File: config.mk
export PLATFORM = sky130hd
export DESIGN_NAME = piso_tx
export DESIGN_NICKNAME = d
export VERILOG_FILES = /design/src/rtl/piso_pkg.sv /design/src/rtl/piso_shreg.sv /design/src/rtl/piso_tx.sv
export SDC_FILE = /design/constraint.sdc
export NUM_CORES = 1
export LEC_CHECK = 0
export BUFFER_PORTS_ARGS = -buffer_cell sky130_fd_sc_hd__buf_2
export CAP_MARGIN = 15
export CORE_AREA = 3 3 40 42
export CTS_BUF_LIST = sky130_fd_sc_hd__clkbuf_4 sky130_fd_sc_hd__clkbuf_8
export DETAILED_ROUTE_END_ITERATION = 10
export DIE_AREA = 0 0 43 45
export PLACE_DENSITY_LB_ADDON = 0.08
export SYNTH_ARGS = -nofsm -noshare
export SYNTH_HDL_FRONTEND = slang
export SYNTH_SLANG_ARGS = --single-unit
export TNS_END_PERCENT = 30
File: constraint.sdc
create_clock -name clk -period 2.7 [get_ports clk]
set_clock_uncertainty 0.05 [all_clocks]
set_input_delay 0.135 -clock clk [delete_from_list [all_inputs] [get_ports clk]]
set_output_delay 0.135 -clock clk [all_outputs]
set_load 0.02 [all_outputs]
File: src/rtl/piso_pkg.sv
// piso_tx shared types and frame sizing helpers.
// Optional parity bit enabled by defining PISO_PARITY_EN.
package piso_pkg;

  typedef enum logic {
    IDLE,
    SHIFT
  } state_t;

  localparam int DEF_WIDTH = 4;

  function automatic int frame_len(input int w);
`ifdef PISO_PARITY_EN
    return w + 1;
`else
    return w;
`endif
  endfunction

  function automatic int cnt_w(input int w);
    return $clog2(frame_len(w) + 1);
  endfunction

  localparam int CNT_W = cnt_w(DEF_WIDTH);

endpackage

File: src/rtl/piso_shreg.sv
// Loadable right-shift register, zero fill at MSB.
// Async active-low clear; load wins over shift.
module piso_shreg #(
  parameter int WIDTH = 4
) (
  input  logic             clk,
  input  logic             rst_n,
  input  logic             load,
  input  logic             shift,
  input  logic [WIDTH-1:0] d,
  output logic             lsb
);

  logic [WIDTH-1:0] q;

  always_ff @(posedge clk or negedge rst_n) begin
    if (!rst_n) begin
      q <= '0;
    end else if (load) begin
      q <= d;
    end else if (shift) begin
      q <= {1'b0, q[WIDTH-1:1]};
    end
  end

  assign lsb = q[0];

endmodule

File: src/rtl/piso_tx.sv
// Parallel-in serial-out transmitter, LSB first, valid/ready input.
// Define PISO_PARITY_EN to append an even-parity bit to each frame.
module piso_tx
  import piso_pkg::*;
#(
  parameter int WIDTH = 4
) (
  input  logic             clk,
  input  logic             rst_n,
  input  logic [WIDTH-1:0] p_in,
  input  logic             in_valid,
  output logic             in_ready,
  output logic             s_out,
  output logic             s_valid,
  output logic             s_last,
  output logic             busy
);

  localparam int FRAME = frame_len(WIDTH);
  localparam int CW = cnt_w(WIDTH);
  localparam logic [CW-1:0] LAST = CW'(FRAME - 1);

  state_t state, state_nx;
  logic [CW-1:0] bit_cnt, cnt_nx;
  logic sout_nx, sval_nx;
  logic at_last, accept;
  logic load, shift;
  logic go_shift, go_stop;
  logic nxt_bit, sh_lsb;
  logic [WIDTH-1:0] sh_d;

  assign at_last  = (bit_cnt == LAST);
  assign in_ready = (state == IDLE) ||
                    (state == SHIFT && at_last);
  assign accept   = in_valid && in_ready;
  assign go_shift = (state == SHIFT) && !at_last;
  assign go_stop  = (state == SHIFT) && at_last &&
                    !in_valid;
  assign s_last   = s_valid && at_last;
  assign busy     = s_valid;

  // bit 0 leaves directly from p_in, so the register holds the rest
  assign sh_d = p_in >> 1;

  piso_shreg #(
    .WIDTH(WIDTH)
  ) u_shreg (
    .clk  (clk),
    .rst_n(rst_n),
    .load (load),
    .shift(shift),
    .d    (sh_d),
    .lsb  (sh_lsb)
  );

`ifdef PISO_PARITY_EN
  logic parity;

  always_ff @(posedge clk or negedge rst_n) begin
    if (!rst_n) begin
      parity <= 1'b0;
    end else if (accept) begin
      parity <= ^p_in;
    end
  end

  assign nxt_bit = (bit_cnt == CW'(WIDTH - 1)) ?
                   parity : sh_lsb;
`else
  assign nxt_bit = sh_lsb;
`endif

  always_comb begin
    state_nx = state;
    cnt_nx   = bit_cnt;
    sout_nx  = s_out;
    sval_nx  = s_valid;
    load     = 1'b0;
    shift    = 1'b0;
    unique case (1'b1)
      accept: begin
        state_nx = SHIFT;
        cnt_nx   = '0;
        sout_nx  = p_in[0];
        sval_nx  = 1'b1;
        load     = 1'b1;
      end
      go_shift: begin
        cnt_nx  = bit_cnt + 1'b1;
        sout_nx = nxt_bit;
        shift   = 1'b1;
      end
      go_stop: begin
        state_nx = IDLE;
        cnt_nx   = '0;
        sout_nx  = 1'b0;
        sval_nx  = 1'b0;
      end
      default: begin
      end
    endcase
  end

  always_ff @(posedge clk or negedge rst_n) begin
    if (!rst_n) begin
      state   <= IDLE;
      bit_cnt <= '0;
      s_out   <= 1'b0;
      s_valid <= 1'b0;
    end else begin
      state   <= state_nx;
      bit_cnt <= cnt_nx;
      s_out   <= sout_nx;
      s_valid <= sval_nx;
    end
  end

endmodule

## Word level (Yosys, flattened, before mapping)

Index checks and enable logic that the tools add are counted.

- Output and inout bits: 5
- Bits in latches: 0
- Bits in read-only memories: 0
- Register bits after elaboration: 9
- Memory bits (writable): 0
- Bits of input ports: 7
- Memories kept: 0

- $mul: 0
- Reductions and logical operators: 12
- $add $sub $neg: 1
- Equal/unequal tests: 1
- Divide/modulo/power cells: 0
- Bitwise operators: 1
- $lt $le $gt $ge: 0
- Shift operators: 0
- Mux-type cells: 7

Operators by type and width:

| kind | number |
|---|---|
| $mux 4 | 2 |
| $pmux 3 s2 | 1 |
| $reduce_bool 2->1 | 3 |
| $logic_and 1x1->1 | 4 |
| $add 3x1->3 const B | 1 |
| $eq 3x2->1 const B | 1 |
| $pmux 1 s3 | 1 |
| $reduce_bool 3->1 | 1 |
| $logic_not 1->1 | 2 |
| $mux 1 | 2 |
| $pmux 1 s2 | 1 |
| $reduce_or 2->1 | 1 |
| $logic_or 1x1->1 | 1 |
| $not 1->1 | 1 |

## Logic depth before layout (Yosys ltp)

Gate-level depths: netlist (run 1).

- Word-level depth: 6
- Gate-level depth with buffers: 5
- Gate-level depth less buffers: 5

## Modules after synthesis

From an unflattened synthesis (run 1), not the netlist that was laid out.

- Cell total of the unflattened synthesis: 39
- Area, all modules: 445.4 µm²

Modules (own cells, without submodules):

| module | times used | sequential area each (µm²) | area each (µm²) | cells an instance |
|---|---|---|---|---|
| piso_tx | 1 | 125.1 | 274.0 | 23 |
| piso_shreg | 1 | 100.1 | 171.4 | 16 |

## Worst setup path before layout (run 1)

OpenSTA, ideal clock, no wires.

- Kind: register -> register
- From: register bit_cnt[0]
- To: register s_out
- Path slack: 1.126 ns
- Data required time: 2.524 ns
- Path buffers: 0
- Data arrival time: 1.397 ns
- Setup time: 0.126 ns
- Cell stages (with the launch flop): 6
- Cells stage by stage: dfrtp_1 -> ha_1 -> ha_1 -> and2b_4 -> inv_4 -> a311o_1

- Longest elaborated chain between the ends: 5

RTL lines:

| what | line | RTL |
|---|---|---|
| start, declared | piso_tx.sv:24 | `logic [CW-1:0] bit_cnt, cnt_nx;` |
| start signal, assigned | piso_tx.sv:112 | `bit_cnt <= cnt_nx;` |
| $eq 3x2->1 * | piso_tx.sv:32 | `assign at_last = (bit_cnt == LAST);` |
| $logic_and 1x1->1 * | - |  |
| $logic_or 1x1->1 * | piso_tx.sv:33 | `assign in_ready = (state == IDLE) \|\|` |
| net in_ready | piso_tx.sv:12 | `output logic in_ready,` |
| $logic_and 1x1->1 * | piso_tx.sv:35 | `assign accept = in_valid && in_ready;` |
| $pmux 1 s3 or $reduce_bool 3->1 (tied branches) | - |  |
| end signal, assigned | piso_tx.sv:113 | `s_out <= sout_nx;` |
| end, declared | piso_tx.sv:13 | `output logic s_out,` |

The timed path passes the listed nets; every way through them passes the cells marked *.
A chain may end at the register's enable or synchronous reset.

## Worst setup path in the final report (run 1)

- From: register bit_cnt[0]
- To: output in_ready

- Longest elaborated chain between the ends: 3

RTL lines:

| what | line |
|---|---|
| $eq 3x2->1 | piso_tx.sv:32 |
| $logic_and 1x1->1 | - |
| $logic_or 1x1->1 | piso_tx.sv:33 |
| end, declared | piso_tx.sv:12 |

No other way between the ends.

==> flow_summary.toml, run 1 <==
[timing]
period_needed_ns = 1.72
holdWs_ns = 0.0711
rsz0062_at_grt = "no"
fin_tns_setup_ns = 0
clock.fmax_mhz = 581
setup_viol = 0
hold_viol_final = 0
slew_violations = 0
fin_crit_sh_pct = 63.7
worstMarginPinSlew_ns = 0.188
max_slew_margin_pct = 87.4

[power]
p_per_area_nw_per_um2 = 1090
vdd_drop_max_mv = 0.289
p_leak_uw = 0.000251

[critical_path]
cp_max_fo = 6
r2r-end = "s_out"
arrival_ns = 1.54
cp-end-kind = "primary output"
r2r_cells = 5
worstPathRequired_ns = 2.52
r2r_setup_slack_ns = 1.08
cp-start-kind = "register"
worstSetupPathType = "reg2out"
r2r_start = "bit_cnt[0]"

[route]
vias_per_cell = 4.83
via_count = 280
drc_errors = 0
dr.pass1.iters = 2
wl_um = 692
final_antenna_net_count = 0
drt_iter0_drc = 4
routedWlPerCell_um = 11.9

[synth]
ys.flop_type = "dfrtp_1"
postSynth.asyncResetShare_pct = 100
ys_types = 18
synth.avg_cell_area_um2 = 13.4
syn_area_um2 = 402
synth_edf_count = 0
synth_seq_area_share_pct = 49.8
ys_ff_latch = 8
synth_nets = 39
yosysWarnings = 0
netlist_instances = 30

[worst_hold_path]
hold_class = "in2reg"
hold_path_end = "u_shreg.q[2]"
hold_depth = 3
hp-start = "p_in[3]"

[clocking]
ctsRootBufferMaster = "clkbuf_4"
clkSlewWorstSetupHoldPaths_ns = 0.06
clk_latency_ns = 0.26
h-tree-depth = 1
cts_tree = "built"
cts_resized = 0
clockBufferDepth = 2
post_cts_buffers = 0
cts.sinks = 8
postCtsHoldBufs = 1
cts_buffers = 3

[floorplan]
rows = 13
die-height_um = 45
ios = 12
die_w_um = 43
start_util_pct = 31.3
dieArea_um2 = 1940
core_um2 = 1280

[global_route]
grt_max_degree = 9
grt_pass1_vias = 286
antenna_found_initial = 0
grt_pass1_wl_um = 1220
overflow = 0
grtUsageTotal_pct = 9.17

[run_status]
status = "complete, no violations"

[cells_and_area]
antenna_cells = 0
fin_cells = 58
mostFrequentLayoutCell = "buf_2"
mostFrequentLayoutCells = "buf_2, dfrtp_1, mux2_2, clkbuf_4"
layout-area-overhead-vs-synth_pct = 21.8
drive_gt1_share_pct = 48.8
finalNetCount = 54

[placement]
post-dp-hpwl_um = 521
routabilityCongestion = 0.695
place_inst = 54
port_buffers = 11

[flow_run]
maxCapViolCount = 0
-- report_power, final --
group	leakage (uW)	total [uW]	internal (uW)	switching, uW
Combinational	0.000137	242	122	120
Clock	0.0000138	94.5	51.0	43.4
Sequential	0.0000999	198	169	28.2
Total	0.000251	534	343	191
-- metal layers --
layer	GRT usage (%)	vias up	wire [um]
met5	0	-	0
met3	3.98	5	63
met2	12.9	13	300
li1	-	129	-
met1	10.2	133	299
met4	9.04	0	29
-- per-stage QoR --
step	setup WS (ns)	total power [uW]	instance area (um^2)	util, %
finish	0.980	534	489	38.1
global route	0.898	579	489	38.1
CTS	0.952	547	489	38.1
detailed placement	1.07	447	457	35.5
global placement	1.09	441	457	35.5
floorplan	1.13	389	402	-
-- critical path, cell delays in order (launching register included) --
cell and delay [ns]:
dfrtp_1 0.39, ha_1 0.20, ha_1 0.20, and2b_4 0.28
inv_4 0.05, buf_2 0.15
-- worst max-delay path by stage --
stage	endpoint	cells past startpoint	slack (ns)	startpoint
detailed placement	s_out	5	1.07	bit_cnt[0]
global placement	s_out	5	1.09	bit_cnt[0]
floorplan	s_out	5	1.13	bit_cnt[0]
CTS	in_ready	5	0.95	bit_cnt[0]
finish	in_ready	5	0.98	bit_cnt[0]
global route	in_ready	5	0.90	bit_cnt[0]
-- Yosys cell counts, types with 2 or more instances --
master | count | area (um^2)
dfrtp_1 | 8 | 200
mux2_2 | 3 | 33.8
ha_1 | 2 | 25.0
mux2_4 | 2 | 30.0
nor2_1 | 2 | 7.51
-- layout make-up --
type / instances / area (um^2)
clock buffer: 3 / 22.5
inverter: 2 / 10.0
tap: 15 / 18.8
sequential: 8 / 200
fill: 136 / 796
timing repair buffer: 12 / 65.1
multi-input combinational: 18 / 173
-- state kept, by name, summed over array words and instances (netlist names) --
name       flops
state          1
bit_cnt        3
s_out          1
u_shreg.q      3
-- kinds of logic after synthesis --
| family | share of synthesized area, % |
|---|---|
| flip-flops | 49.8 |
| adder cells (fa/ha/maj) | 6.23 |
| buffers and inverters | 7.17 |
| AND/OR/NAND/NOR | 11.5 |
| AO/OA/AOI/OAI | 6.85 |
| multiplexers | 18.4 |
Note: power is estimated with default switching activity, not from simulation.
==> run 2: changes to the inputs <==
Clock period 2.7 ns to 1.6 ns, I/O delays scaled along.
==> run 2 against run 1 <==
Effect of this change: non-clock buffer count increased by 4; worst hold slack worse by 0.039 ns; critical path depth unchanged; register-to-register slack worse by 1.0 ns; via count rose by 0.71%; sequential power up 69%; global-route usage rose by 0.069 points; core utilization up 4.0 points; first-iteration DRC count decreased by 50%; count of clock-buffer cells in the layout stayed put; sequential share of layout area down 3.9 points; highest routed layer unchanged; wire length up 4.9%; critical path type is now reg2reg.
==> flow_summary.toml, run 2 (synthesis gave the netlist of run 1 again) <==
[run_status]
status = "complete, no violations"

[clocking]
cts.sinks = 8
clkSlewWorstSetupHoldPaths_ns = 0.05
ctsRootBufferMaster = "clkbuf_4"
cts_tree = "built"
clockBufferDepth = 2
h-tree-depth = 1
cts_buffers = 3
clk_latency_ns = 0.25

[timing]
rsz0062_at_grt = "yes"
fin_crit_sh_pct = 96.5
clock.fmax_mhz = 648
period_needed_ns = 1.54
max_slew_margin_pct = 87.1
setup_viol = 0
worstMarginPinSlew_ns = 0.192
setup_ws_ns = 0.0562
hold_viol_final = 0
slew_violations = 0

[global_route]
grt_max_degree = 9
overflow = 0
grt_pass1_wl_um = 1300
antenna_found_initial = 0
grtUsageTotal_pct = 9.24
grt_pass1_vias = 287

[placement]
place_inst = 55
routabilityCongestion = 0.698
post-dp-hpwl_um = 533
port_buffers = 11
place_ws_ns = 0.00900

[cells_and_area]
antenna_cells = 0
drive_gt1_share_pct = 57.4
finalNetCount = 58
layout-area-overhead-vs-synth_pct = 34.6
fin_cells = 62
mostFrequentLayoutCell = "buf_2"
largest_registers = "bit_cnt: 3 flops, u_shreg.q: 3 flops"
mostFrequentLayoutCells = "buf_2, dfrtp_1, buf_4"

[route]
wl_met3_um = 55
drc_errors = 0
via_count = 282
drt_iter0_drc = 2
drt-met1-wl_um = 308
wl_met2_um = 358
dr.max_layer_used = "met4"
final_antenna_net_count = 0
vias_per_cell = 4.55
wl_um = 726
routedWlPerCell_um = 11.7
dr.pass1.iters = 3

[critical_path]
r2r_cells = 5
crit_family = "flip-flops"
cp-end-kind = "register"
path_buf_inv = 1
cp-start-kind = "register"
worstPathRequired_ns = 1.68
cp_max_fo = 6
crit_start = "bit_cnt[1]"
r2r-end = "s_out"
cp_slowest_cell = "dfrtp_1"
r2r_start = "bit_cnt[1]"
worstSetupPathType = "reg2reg"
arrival_ns = 1.62
r2r_setup_slack_ns = 0.06
worst_path_largest_cell_delay_ns = 0.38
crit_path_cell_trace = "ha_2, ha_4, and2b_4, inv_4, a311o_1"

[worst_hold_path]
hold_path_end = "s_out"
hold_depth = 2
hp-start = "p_in[0]"
hold_class = "in2reg"

[power]
p_leak_uw = 0.000270
vdd_drop_max_mv = 0.668
p_per_area_nw_per_um2 = 1910
power_uw = 1030

[flow_run]
maxCapViolCount = 0

[floorplan]
start_util_pct = 31.3
die_w_um = 43
rows = 13
die-height_um = 45
ios = 12
core_um2 = 1280
dieArea_um2 = 1940
-- run 2: cell type report --
type	instances	area [um^2]
fill	122	744
timing repair buffer	16	101
tap	15	18.8
multi-input combinational	18	188
clock buffer	3	22.5
inverter	2	10.0
sequential	8	200
-- run 2: worst max-delay path by stage --
stage	to	cells past startpoint	slack, ns
4_1_cts	in_ready	5	0.02
3_5_place_dp	s_out	5	0.009
6_report	s_out	5	0.06
5_1_grt	in_ready	5	-0.008
3_3_place_gp	s_out	5	0.04
2_1_floorplan	s_out	5	0.03
-- run 2: report_power, final --
| part | internal [uW] | switching [uW] |
|---|---|---|
| Combinational | 308 | 241 |
| Sequential | 286 | 49.5 |
| Clock | 85.5 | 62.9 |
| Total | 679 | 353 |
-- run 2: per-stage QoR --
stage | util (%) | hold WS, ns | instance area, um^2 | TNS (ns)
3_5_place_dp | 36.1 | -0.115 | 464 | 0
5_1_grt | 42.1 | 0.0165 | 541 | -0.00808
4_1_cts | 39.8 | 0.0217 | 512 | 0
6_report | 42.1 | 0.0318 | 541 | 0
2_1_floorplan | - | -0.266 | 402 | 0
3_3_place_gp | 36.1 | -0.121 | 464 | 0
-- run 2: repair_timing --
action                                  4_1_cts  5_1_grt
endpoints found under the setup margin        1        1
hold buffers                                  1        0
endpoints found under the hold margin         8        0
pin swaps                                     0        1
resized for setup                             3        2
buffers inserted                              1        2
-- run 2: routing by layer --
layer / up-vias / global-route usage (%)
li1: 144 / -
met1: 128 / 10.6
met2: 8 / 14.4
met3: 2 / 3.98
met4: 0 / 5.42
met5: - / 0
==> run 3: changes to the inputs <==
Settings changed: SYNTH_HIERARCHICAL set to 1.
==> run 3 against run 2 <==
Effect of this change: the flow now finishes with violations (negative setup slack); worst setup slack lost 0.11 ns; critical path depth grew 1; area after synthesis grew 11%; sequential share of layout area shrank 3.1 points; sequential power grew 13%; register-to-register slack lost 0.05 ns; maximum frequency shrank 6.4%; total power grew 24%; largest power group unchanged.
==> flow_summary.toml, run 3 <==
[critical_path]
cp_max_fo = 2
worst_path_largest_cell_delay_ns = 0.38
cp-end-kind = "primary output"
path_buf_inv = 3
worstPathRequired_ns = 1.47
cp_common_cell = "buf_6"
cp-start-kind = "register"
crit_family = "flip-flops"
cp_slowest_cell = "dfrtp_1"
crit_path_cell_trace = "ha_2, ha_4, and2b_4, inv_6, buf_6, buf_6"
r2r_cells = 6
r2r_start = "bit_cnt[0]"
r2r-end = "u_shreg/q[1]"
arrival_ns = 1.52
r2r_setup_slack_ns = 0.01
worstSetupPathType = "reg2out"

[clocking]
clk_latency_ns = 0.26
clockBufferDepth = 2
cts_buffers = 3
h-tree-depth = 1
ctsRootBufferMaster = "clkbuf_4"
clkSlewWorstSetupHoldPaths_ns = 0.06
cts_tree = "built"
cts.sinks = 9

[power]
p_leak_uw = 0.000325
p_sw_uw = 449
vdd_drop_max_mv = 0.850
power_frac_comb_pct = 55.5
power_uw = 1280
switching_share_pct = 35.1
pwr-share-seq_pct = 29.7
p_per_area_nw_per_um2 = 1930
p_clk_share_pct = 14.7
p_int_uw = 828

[route]
via_count = 343
routedWlPerCell_um = 11.7
final_antenna_net_count = 0
drc_errors = 0
vias_per_cell = 4.40
drt_iter0_drc = 2
wl_um = 912
dr.pass1.iters = 3

[cells_and_area]
antenna_cells = 0
finish.utilization_pct = 51.6
max_flop_register = "u_shreg/q"
mostFrequentLayoutCells = "dfrtp_1, buf_2, buf_4"
drive_gt1_share_pct = 47.6
largest_registers = "u_shreg/q: 4 flops, bit_cnt: 3 flops"
layout-area-overhead-vs-synth_pct = 48.9
finalNetCount = 73
largest_reg_flops = 4

[placement]
port_buffers = 11
routabilityCongestion = 0.668
place_ws_ns = -0.0354
post-dp-hpwl_um = 677

[timing]
setup_ws_ns = -0.0491
hold_viol_final = 0
holdWs_ns = 0.0374
setup_viol = 1
clock.fmax_mhz = 606
fin_crit_sh_pct = 103
rsz0062_at_grt = "yes"
period_needed_ns = 1.65
slew_violations = 0

[global_route]
overflow = 0
grt_max_degree = 10
grt_pass1_wl_um = 1600
grt_pass1_vias = 376
antenna_found_initial = 0
grtUsageTotal_pct = 11.2

[synth]
synth_top_area_share_pct = 50.6
synth_nets = 48
synthTopCellsByArea = "dfrtp_1, mux2i_1, ha_1"
syn_area_um2 = 445
ys.flop_type = "dfrtp_1"
yosysMostFrequentCell = "dfrtp_1"
synth.avg_cell_area_um2 = 11.4
yosysWarnings = 6
ys_ff_latch = 9
ys_types = 20
yosys.area.top_type = "dfrtp_1"
synthTopCellsByCount = "dfrtp_1, mux2i_1, nand2_1"
netlist_instances = 39
synth_edf_count = 0
synth_seq_area_share_pct = 50.6
postSynth.asyncResetShare_pct = 100

[worst_hold_path]
hold_class = "in2reg"
hp-start = "in_valid"
hold_path_end = "state"
hold_depth = 2

[floorplan]
start_util_pct = 34.7
core_um2 = 1280
ios = 12
dieArea_um2 = 1940
die_w_um = 43
rows = 13
die-height_um = 45

[run_status]
status = "complete, but fails checks"
failed_checks = "negative setup slack"

[flow_run]
maxCapViolCount = 0
-- run 3: cell types whose count changed in the layout (fill, tap and decap cells not counted), sizes merged, moves of 2 or more --
cell	previous run	this run
mux2i	1	4
nand2	0	4
o21ai	0	4
mux2	5	1
dlygate4sd3	1	4
buf	15	17
-- run 3: power groups by stage --
stage / logic (uW) / registers, uW / clock network, uW
floorplan: 388 / 393 / 0
global placement: 548 / 379 / 0
detailed placement: 573 / 387 / 0
CTS: 708 / 381 / 200
global route: 776 / 395 / 215
finish: 709 / 379 / 188
-- run 3: worst max path at each step --
stage / startpoint / to / cells past startpoint / slack (ns)
after floorplan: bit_cnt[0] / u_shreg/q[3] / 7 / 0.01
final: bit_cnt[0] / in_ready / 6 / -0.05
after global routing: bit_cnt[0] / in_ready / 6 / -0.1
after CTS: bit_cnt[1] / in_ready / 6 / -0.07
after global placement: bit_cnt[0] / u_shreg/q[3] / 7 / 0.004
after detailed placement: bit_cnt[0] / u_shreg/q[3] / 7 / -0.04
-- run 3: worst reg2reg max path, delay by kind of cell, from the launching register on --
kind | cells | cell delay [ns]
AOI/OAI and AO/OA | 1 | 0.08
adders and majority gates | 2 | 0.36
buffers and inverters | 1 | 0.15
DFF | 1 | 0.38
muxes | 1 | 0.20
and+or+nand+nor | 1 | 0.27
-- run 3: what timing repair did --
item,4_1_cts,5_1_grt
setup buffers,3,0
resized for setup,4,2
hold buffers,4,0
hold endpoints to repair,12,0
pin swaps,2,2
setup endpoints to repair,3,9
-- run 3: kinds of logic (layout without fill, tap and decap cells) --
logic type	after synthesis	in the layout	synth area share [%]
AND/OR/NAND/NOR	11	11	13.5
flip-flops	9	9	50.6
AO/OA/AOI/OAI	7	7	13.2
multiplexers	5	5	11.5
buffers and inverters	4	28	4.78
adder cells (fa/ha/maj)	2	2	5.62
other	1	1	0.842
-- run 3: layer usage --
| layer | part of all wire (%) | global-route usage (%) | wire, um | up-vias |
|---|---|---|---|---|
| met5 | 0 | 0 | 0 | - |
| met4 | 0.66 | 7.23 | 6 | 0 |
| met3 | 4.6 | 2.39 | 42 | 2 |
| met2 | 52 | 17.7 | 470 | 9 |
| met1 | 43 | 13.9 | 392 | 154 |
| li1 | - | - | - | 178 |
-- run 3: cell type report --
| type | count | area (um^2) |
|---|---|---|
| Fill cell | 124 | 622 |
| Timing Repair Buffer | 21 | 156 |
| Clock buffer | 4 | 30.0 |
| Multi-Input combinational cell | 26 | 216 |
| Tap cell | 15 | 18.8 |
| Sequential cell | 9 | 225 |
| Inverter | 3 | 16.3 |
-- run 3: metrics by stage --
stage          TNS [ns]  area (um^2)  instances
2_1_floorplan         0          455         39
6_report        -0.0491          663         78
5_1_grt          -0.362          663         78
3_3_place_gp          0          544         67
4_1_cts         -0.0903          657         78
3_5_place_dp    -0.0354          544         67
